**src/rtl/mac_pipe.sv**
```systemverilog
// mac_pipe: three-stage pipelined multiply-accumulate engine.
// S1 holds the accepted command. S2 updates T/P. S3 updates one of NUM_ACC
// accumulators, or captures a readback. When a result is waiting on the output
// and the consumer is not ready, the whole pipeline stalls.
module mac_pipe #(
  parameter int unsigned WIDTH     = 16,
  parameter int unsigned ACC_WIDTH = 32,
  parameter int unsigned NUM_ACC   = 4
) (
  input  logic                       clk,
  input  logic                       reset,
  input  logic                       in_valid,
  output logic                       in_ready,
  input  logic [2:0]                 op,
  input  logic [$clog2(NUM_ACC)-1:0] acc_sel,
  input  logic [WIDTH-1:0]           operand,
  input  logic                       sat_en,
  output logic                       out_valid,
  input  logic                       out_ready,
  output logic [ACC_WIDTH-1:0]       out_acc,
  output logic [$clog2(NUM_ACC)-1:0] out_sel,
  output logic                       ovf,
  output logic                       busy
);

  localparam int unsigned SelW = $clog2(NUM_ACC);

  localparam logic [ACC_WIDTH-1:0] AccMax = {1'b0, {(ACC_WIDTH-1){1'b1}}};
  localparam logic [ACC_WIDTH-1:0] AccMin = {1'b1, {(ACC_WIDTH-1){1'b0}}};

  typedef enum logic [2:0] {
    OpNop  = 3'd0,
    OpLt   = 3'd1,
    OpMpy  = 3'd2,
    OpLta  = 3'd3,
    OpApac = 3'd4,
    OpSpac = 3'd5,
    OpZac  = 3'd6,
    OpRd   = 3'd7
  } op_e;

  // Pipeline stage registers
  logic                    s1_valid_q, s2_valid_q, s3_valid_q;
  op_e                     s1_op_q, s2_op_q, s3_op_q;
  logic [SelW-1:0]         s1_sel_q, s2_sel_q, s3_sel_q;
  logic signed [WIDTH-1:0] s1_operand_q, s2_operand_q;
  logic                    s1_sat_q, s2_sat_q, s3_sat_q;

  // Architectural state
  logic signed [WIDTH-1:0]     t_q;
  logic signed [2*WIDTH-1:0]   p_q;
  logic signed [ACC_WIDTH-1:0] acc_q [NUM_ACC];

  logic                 out_valid_q;
  logic [ACC_WIDTH-1:0] out_acc_q;
  logic [SelW-1:0]      out_sel_q;
  logic                 ovf_q;

  logic advance;
  logic in_sel_ok;

  logic signed [2*WIDTH-1:0]   prod;
  logic signed [ACC_WIDTH-1:0] acc_cur;
  logic signed [ACC_WIDTH-1:0] p_ext;
  logic signed [ACC_WIDTH:0]   sum;
  logic                        sum_ovf;
  logic [ACC_WIDTH-1:0]        acc_new;
  logic                        acc_we;
  logic                        ovf_set;
  logic                        rd_done;

  // The pipeline only moves when no result is stuck waiting on the consumer.
  assign advance  = !(out_valid_q && !out_ready);
  assign in_ready = advance;
  assign busy     = s1_valid_q | s2_valid_q | s3_valid_q;

  assign out_valid = out_valid_q;
  assign out_acc   = out_acc_q;
  assign out_sel   = out_sel_q;
  assign ovf       = ovf_q;

  // A channel index past NUM_ACC only exists when NUM_ACC is not a power of two.
  if ((1 << SelW) != NUM_ACC) begin : g_sel_chk
    assign in_sel_ok = ({1'b0, acc_sel} < (SelW + 1)'(NUM_ACC));
  end else begin : g_sel_all
    assign in_sel_ok = 1'b1;
  end

  assign prod = (2 * WIDTH)'(t_q) * (2 * WIDTH)'(s2_operand_q);

  // Advance the command through S1 -> S2 -> S3. Invalid slots carry NOP.
  always_ff @(posedge clk) begin
    if (reset) begin
      s1_valid_q   <= 1'b0;
      s2_valid_q   <= 1'b0;
      s3_valid_q   <= 1'b0;
      s1_op_q      <= OpNop;
      s2_op_q      <= OpNop;
      s3_op_q      <= OpNop;
      s1_sel_q     <= '0;
      s2_sel_q     <= '0;
      s3_sel_q     <= '0;
      s1_operand_q <= '0;
      s2_operand_q <= '0;
      s1_sat_q     <= 1'b0;
      s2_sat_q     <= 1'b0;
      s3_sat_q     <= 1'b0;
    end else if (advance) begin
      s1_valid_q   <= in_valid;
      s1_op_q      <= (in_valid && in_sel_ok) ? op_e'(op) : OpNop;
      s1_sel_q     <= acc_sel;
      s1_operand_q <= operand;
      s1_sat_q     <= sat_en;
      s2_valid_q   <= s1_valid_q;
      s2_op_q      <= s1_op_q;
      s2_sel_q     <= s1_sel_q;
      s2_operand_q <= s1_operand_q;
      s2_sat_q     <= s1_sat_q;
      s3_valid_q   <= s2_valid_q;
      s3_op_q      <= s2_op_q;
      s3_sel_q     <= s2_sel_q;
      s3_sat_q     <= s2_sat_q;
    end
  end

  // S2: update T and P. A following command in S2 sees the new T,
  // and a following command in S3 sees the new P.
  always_ff @(posedge clk) begin
    if (reset) begin
      t_q <= '0;
      p_q <= '0;
    end else if (advance && s2_valid_q) begin
      case (s2_op_q)
        OpLt, OpLta: t_q <= s2_operand_q;
        OpMpy:       p_q <= prod;
        default:     ;
      endcase
    end
  end

  // S3: compute the accumulator update in ACC_WIDTH+1 bits.
  // Overflow is detected and the result is optionally clamped.
  always_comb begin
    acc_cur = acc_q[s3_sel_q];
    p_ext   = ACC_WIDTH'(p_q);
    sum     = (s3_op_q == OpSpac) ? ((ACC_WIDTH + 1)'(acc_cur) - (ACC_WIDTH + 1)'(p_ext))
                                  : ((ACC_WIDTH + 1)'(acc_cur) + (ACC_WIDTH + 1)'(p_ext));
    sum_ovf = sum[ACC_WIDTH] ^ sum[ACC_WIDTH-1];
    acc_new = acc_cur;
    acc_we  = 1'b0;
    ovf_set = 1'b0;
    rd_done = 1'b0;
    if (advance && s3_valid_q) begin
      case (s3_op_q)
        OpLta, OpApac, OpSpac: begin
          acc_we  = 1'b1;
          ovf_set = sum_ovf;
          if (sum_ovf && s3_sat_q) begin
            acc_new = sum[ACC_WIDTH] ? AccMin : AccMax;
          end else begin
            acc_new = sum[ACC_WIDTH-1:0];
          end
        end
        OpZac: begin
          acc_we  = 1'b1;
          acc_new = '0;
        end
        OpRd:    rd_done = 1'b1;
        default: ;
      endcase
    end
  end

  // Accumulator bank write
  always_ff @(posedge clk) begin
    if (reset) begin
      for (int i = 0; i < int'(NUM_ACC); i++) begin
        acc_q[i] <= '0;
      end
    end else if (acc_we) begin
      acc_q[s3_sel_q] <= acc_new;
    end
  end

  // Output register. A completing RD takes priority over clearing on handshake.
  always_ff @(posedge clk) begin
    if (reset) begin
      out_valid_q <= 1'b0;
      out_acc_q   <= '0;
      out_sel_q   <= '0;
    end else if (rd_done) begin
      out_valid_q <= 1'b1;
      out_acc_q   <= acc_cur;
      out_sel_q   <= s3_sel_q;
    end else if (out_ready) begin
      out_valid_q <= 1'b0;
    end
  end

  // Sticky overflow flag, cleared only by reset
  always_ff @(posedge clk) begin
    if (reset) begin
      ovf_q <= 1'b0;
    end else if (ovf_set) begin
      ovf_q <= 1'b1;
    end
  end

endmodule
```
**config.mk**
```make
export PLATFORM = sky130hd
export DESIGN_NAME = mac_pipe
export DESIGN_NICKNAME = d
export VERILOG_FILES = /design/src/rtl/mac_pipe.sv
export SDC_FILE = /design/constraint.sdc
export NUM_CORES = 1
export LEC_CHECK = 0
export ABC_CLOCK_PERIOD_IN_PS = 9330
export BUFFER_PORTS_ARGS = -buffer_cell sky130_fd_sc_hd__buf_2
export CORE_MARGIN = 2
export CORE_UTILIZATION = 65
export DETAILED_ROUTE_END_ITERATION = 10
export PLACE_DENSITY = 0.94
export SETUP_SLACK_MARGIN = 0.02
export SLEW_MARGIN = 20
export SYNTH_ARGS = -nofsm -noshare
export SYNTH_HDL_FRONTEND = slang
export SYNTH_SLANG_ARGS = --single-unit
```
**constraint.sdc**
```tcl
create_clock -name clk -period 9.33 [get_ports clk]
set_clock_uncertainty 0.15 [all_clocks]
set_input_delay 1.866 -clock clk [delete_from_list [all_inputs] [get_ports clk]]
set_output_delay 1.866 -clock clk [all_outputs]
set_load 0.1 [all_outputs]
```
# Word level (Yosys, flattened, before mapping)
# Memories as Yosys holds them, arrays and structs flattened. A register that Yosys moved wholly into a read port is not among the register bits.
# Cells that the tools add are included.
# classes
add_sub_neg,2
n_mul,1
div,0
n_lt_le_gt_ge,0
eq_ne,8
shift,0
mux,24
bitwise_logic,3
n_reduce_logical,13
# ops
cell,n
2-to-1 mux 32 bit,4
case mux 32 bit (2 select lines),1
adder 32 x 32 -> 33 bit,1
2-to-1 mux 33 bit,1
subtractor 32 x 32 -> 33 bit,1
multiplier 16 x 16 -> 32 bit,1
OR reduction 32 bit,1
2-to-1 mux 1 bit,14
"== test 3 bit, second input constant",4
"== test 3 x 2 -> 1 bit, second input constant",3
2-to-1 mux 2 bit,3
logical AND 1 bit,4
AND reduction 2 bit,2
OR reduction 4 bit,1
"== test 3 x 1 -> 1 bit, second input constant",1
2-to-1 mux 3 bit,1
OR reduction 3 bit,1
zero test 1 bit,2
OR 1 bit,2
nonzero test 2 bit,1
OR reduction 2 bit,1
bitwise XOR 1 bit,1
# word_totals
regBits,137
latch_bits,0
ram_bits,128
mem_bits_ro,0
out_inout_bits,38
word_cells,72
memories,1
# memory_table
memory,words,width,rd,rd_clocked_by_memory_dff,write_ports,line_no,rtl
acc_q,4,32,1,1,4,52,logic signed [ACC_WIDTH-1:0] acc_q [NUM_ACC];

# Longest topological paths before layout
# depth
word_depth,10
depth_mapped,25
mapped_depth_nobuf,22

# Worst setup path after synthesis
# No wires, ideal clock.
# synth_timing
path_kind,reg2reg
start,register s2_operand_q[7]
end,register p_q[30] (netlist: p_ext[30])
setup_time_ns,0.128
t_arrival_ns,6.054
path_slack_ns,2.999
path_stages_with_launch,24
period_less_slack_ns,6.331
cell_sequence,dfxtp_1 -> clkbuf_1 -> clkbuf_1 -> nand2_1 -> fa_1 -> inv_1 -> fa_1 -> fa_1 -> fa_1 -> fa_1 -> inv_1 -> fa_1 -> inv_1 -> ha_1 -> clkbuf_1 -> a2111oi_0 -> o21ai_0 -> a22oi_1 -> nand3_1 -> a221oi_1 -> o21ai_0 -> a31oi_1 -> mux2i_1 -> nor2_1
# synth_between
elab_chain_len,1
# synth_rtl
element,line_no,rtl
start: declaration,46,"logic signed [WIDTH-1:0] s1_operand_q, s2_operand_q;"
start signal: assignment,117,s2_operand_q <= s1_operand_q;
multiplier 16 x 16 -> 32 bit,89,assign prod = (2 * WIDTH)'(t_q) * (2 * WIDTH)'(s2_operand_q);
end signal: assignment,135,OpMpy: p_q <= prod;
end: declaration,51,logic signed [2*WIDTH-1:0] p_q;
# No other way between the ends.
# A chain may end at the register's enable or synchronous reset.

# Worst setup path after layout
# layout_timing
start,register s2_operand_q[1]
end,register p_q[30] (netlist: p_ext[30])
# Same word-level chain as after synthesis.

==> flow_summary.ini <==
[final_layout]
syn_to_final_growth_pct = 6.48
finalNetCount = 2806
final.fill_count = 2127
fin_util_pct = 70.3
diodes = 0
final_area_um2 = 24200
layout-drive-gt1-share_pct = 7.80

[detailed_routing]
drt_iter0_drc = 2357
wl_per_cell_um = 21.2
ant_nets = 0
routed_via_density = 6.46
drc = 0
wl_um = 61000
vias = 18600
drt-pass1-iter-count = 6

[yosys]
synth_edf_count = 128
synth-seq-area-share_pct = 29.1
synth_area_leaders = fa_1, edfxtp_1, dfxtp_1
netlist_area_um2 = 22700
synth_cell_types = 70
yosysWarnings = 0
ys.flop_type = dfxtp_1
synth-seq-cells = 267
synthCells = 2422
synth_top_area_cell = fa_1
synth_top_area_share_pct = 23.2
syn_avg_cell_area_um2 = 9.39
synth-async-reset-ratio_pct = 0
synth_nets = 2826

[critical_path]
critPathRequiredTime_ns = 9.63
critPathMaxStageDelay_ns = 0.80
slowest_stage = dfxtp_1
ff2ff_path_depth = 20
reg2reg_to = p_ext[30]$_SDFFE_PP0P_
endpoint_kind = flip-flop
start_kind = flip-flop
r2r-start = s2_operand_q[1]$_SDFFE_PP0N_
cp.arrival_ns = 7.60
critPathMaxFanout = 18
path_cells = nand2_1 > inv_1 > fa_1 > fa_1 > fa_1 > fa_1 > fa_1 > inv_1 > fa_1 > inv_1 > ha_1 > a2111oi_0 > o21ai_0 > a22oi_1 > nand3_1 > a221oi_1 > o21ai_0 > a31oi_1 > mux2i_1 > nor2_1
path_class = reg -> reg
reg2reg_slack_ns = 2.02
crit_top_cell = fa_1

[timing]
fin_crit_sh_pct = 78.3
setup_tns_ns = 0
rsz0062_at_grt = false
tightest_slew_ns = 1.17
max_slew_margin_pct = 21.7
setup_viol = 0
fmax_mhz = 137
whs_ns = 0.304
period_minus_slack_ns = 7.31
hold_violations = 0
final-max-slew-violation-count = 0

[clocking]
cts_sinks = 267
cts_root_buffer = clkbuf_16
clk_latency_ns = 0.59
clock_path_buffers = 3
numCtsBuffers = 27
cts_resized = 0
h-tree-depth = 1
cts_tree = done
hold_buffers = 0
clkTransAtPathRegs_ns = 0.07
postCtsSetupRepairBufs = 0

[grt]
grt_antenna_before_repair = 1
gr-total-overflow = 0
track_usage_pct = 34.1
grt_max_degree = 83
grt_pass1_wl_um = 97400
grt_pass1_vias = 19200

[hold_path]
holdPathEnd = out_acc[20]$_SDFFE_PP0P_
min_from = out_acc[20]$_SDFFE_PP0P_
hp-class = reg -> reg
hold_path_depth = 2

[place]
place_area_um2 = 23300
hpwl_um = 42300
io_buffers = 63
gp_congestion = 0.937

[die]
core_region_area_um2 = 34500
start_util_pct = 66.0
design.portCount = 64
num_rows = 68
die_h_um = 191
die_area_um2 = 36500
die-width_um = 191

[power_and_ir_drop]
ir_worst_vdd_uv = 213
cellLeakagePower_uw = 0.0107
powerDensity_nw_per_um2 = 113

[run]
drv_cap = 0

[status]
outcome = completed
cell usage in the layout (no fill, tap or decap), types with 5 or more instances in the layout:
cell / count
dfxtp_1: 138
ha_1: 115
clkinv_2: 5
edfxtp_1: 128
a21oi_1: 186
fa_1: 263
or3_1: 9
mux4_2: 32
xor2_1: 34
o31ai_1: 28
o211ai_1: 6
nand3b_1: 8
and3_1: 8
inv_1: 302
xnor2_1: 54
nand4_1: 9
nor3_1: 25
and2_1: 129
nand3_1: 27
nor2_1: 78
buf_4: 18
o21bai_1: 5
or2_2: 8
clkbuf_16: 28
o21a_1: 6
a31oi_1: 9
buf_2: 62
a21o_1: 29
nand2b_1: 18
nor4_1: 6
o21ai_0: 145
a211oi_1: 15
nand2_1: 404
worst max-delay path: cells and delay by family (launching register included):
kind / cells / cell delay, ns
AO/OA/AOI/OAI: 6 / 1.80
adder cells (fa/ha/maj): 7 / 3.46
buffers and inverters: 3 / 0.27
flip-flops: 1 / 0.80
multiplexers: 1 / 0.22
AND/OR/NAND/NOR: 3 / 0.46
registers in the layout, summed over array words and instances (netlist names), 2 cells and up, named ones only:
signal,flops
s1_sel_q,2
s2_sel_q,2
p_ext,32
s3_sel_q,2
out_sel,2
out_acc,32
s2_op_q,3
s1_operand_q,16
t_q,16
s2_operand_q,16
s1_op_q,3
acc_q,128
s3_op_q,3
logic make-up (layout without fill, tap and decap cells):
family                   count (synthesis)  count (layout)  share of synthesized area (%)
buffers and inverters                  432             433                           7.24
XOR/XNOR                                88              88                           3.39
multiplexers                            36              36                           3.37
AND/OR/NAND/NOR                        747             747                           15.2
adder cells (fa/ha/maj)                378             378                           29.5
AO/OA/AOI/OAI                          474             474                           12.2
flip-flops                             267             267                           29.1
cell type report:
type | instances | area (um2) | share of cell area, %
Clock inverter | 15 | 186 | 0.770
Sequential cell | 267 | 6630 | 27.4
Tap cell | 455 | 569 | 2.35
Timing Repair Buffer | 80 | 445 | 1.84
Inverter | 303 | 1140 | 4.70
Multi-Input combinational cell | 1723 | 14500 | 59.8
Clock buffer | 35 | 757 | 3.13
report_power, final:
part	total [uW]	switching (uW)	internal, uW
Combinational	277	180	97.0
Clock	1180	511	665
Sequential	1280	27.0	1250
Total	2730	717	2020
worst max-delay path by stage:
stage	startpoint	endpoint	slack, ns	cells after the start
floorplan	s2_operand_q[7]$_SDFFE_PP0N_	p_ext[30]$_SDFFE_PP0P_	3.00	23
global placement	s2_operand_q[1]$_SDFFE_PP0N_	p_ext[30]$_SDFFE_PP0P_	2.62	20
detailed placement	s2_operand_q[1]$_SDFFE_PP0N_	p_ext[30]$_SDFFE_PP0P_	2.30	20
CTS	s2_operand_q[1]$_SDFFE_PP0N_	p_ext[30]$_SDFFE_PP0P_	2.12	20
global route	s2_operand_q[1]$_SDFFE_PP0N_	p_ext[30]$_SDFFE_PP0P_	1.69	20
finish	s2_operand_q[1]$_SDFFE_PP0N_	p_ext[30]$_SDFFE_PP0P_	2.02	20
synth_stat cells, types with 4 or more instances:
library cell	count
a2111oi_0	4
and3_1	8
mux4_2	32
inv_1	303
xnor2_1	54
fa_1	263
nor4_1	6
dfxtp_1	139
nor2_1	78
nor3_1	25
xor2_1	34
o21bai_1	6
edfxtp_1	128
o21ai_1	5
a311oi_1	4
or3_1	9
nand3_1	28
o41ai_1	4
nand2b_1	18
and2_1	129
nand4_1	9
or2_2	8
a31oi_1	9
o31ai_1	28
o21ai_0	146
nand3b_1	8
a211oi_1	15
a21oi_1	186
o211ai_1	6
buf_2	8
ha_1	115
clkbuf_1	113
o21a_1	6
nand2_1	404
a21o_1	29
stage by stage:
stage	setup WS, ns	power [uW]	cells
2_1_floorplan	3.00	1490	2422
3_3_place_gp	2.62	1550	2828
3_5_place_dp	2.30	1560	2828
4_1_cts	2.12	2710	2878
5_1_grt	1.69	2780	2878
6_report	2.02	2730	2878
routing by layer:
layer | vias to the layer above | share of wire (%) | track usage, %
li1 | 7936 | - | -
met1 | 8971 | 33 | 41.1
met2 | 1321 | 49 | 56.3
met3 | 374 | 11 | 7.64
met4 | 2 | 6.6 | 20.2
met5 | - | 0.016 | 0
Note: power is estimated with default switching activity, not from simulation.
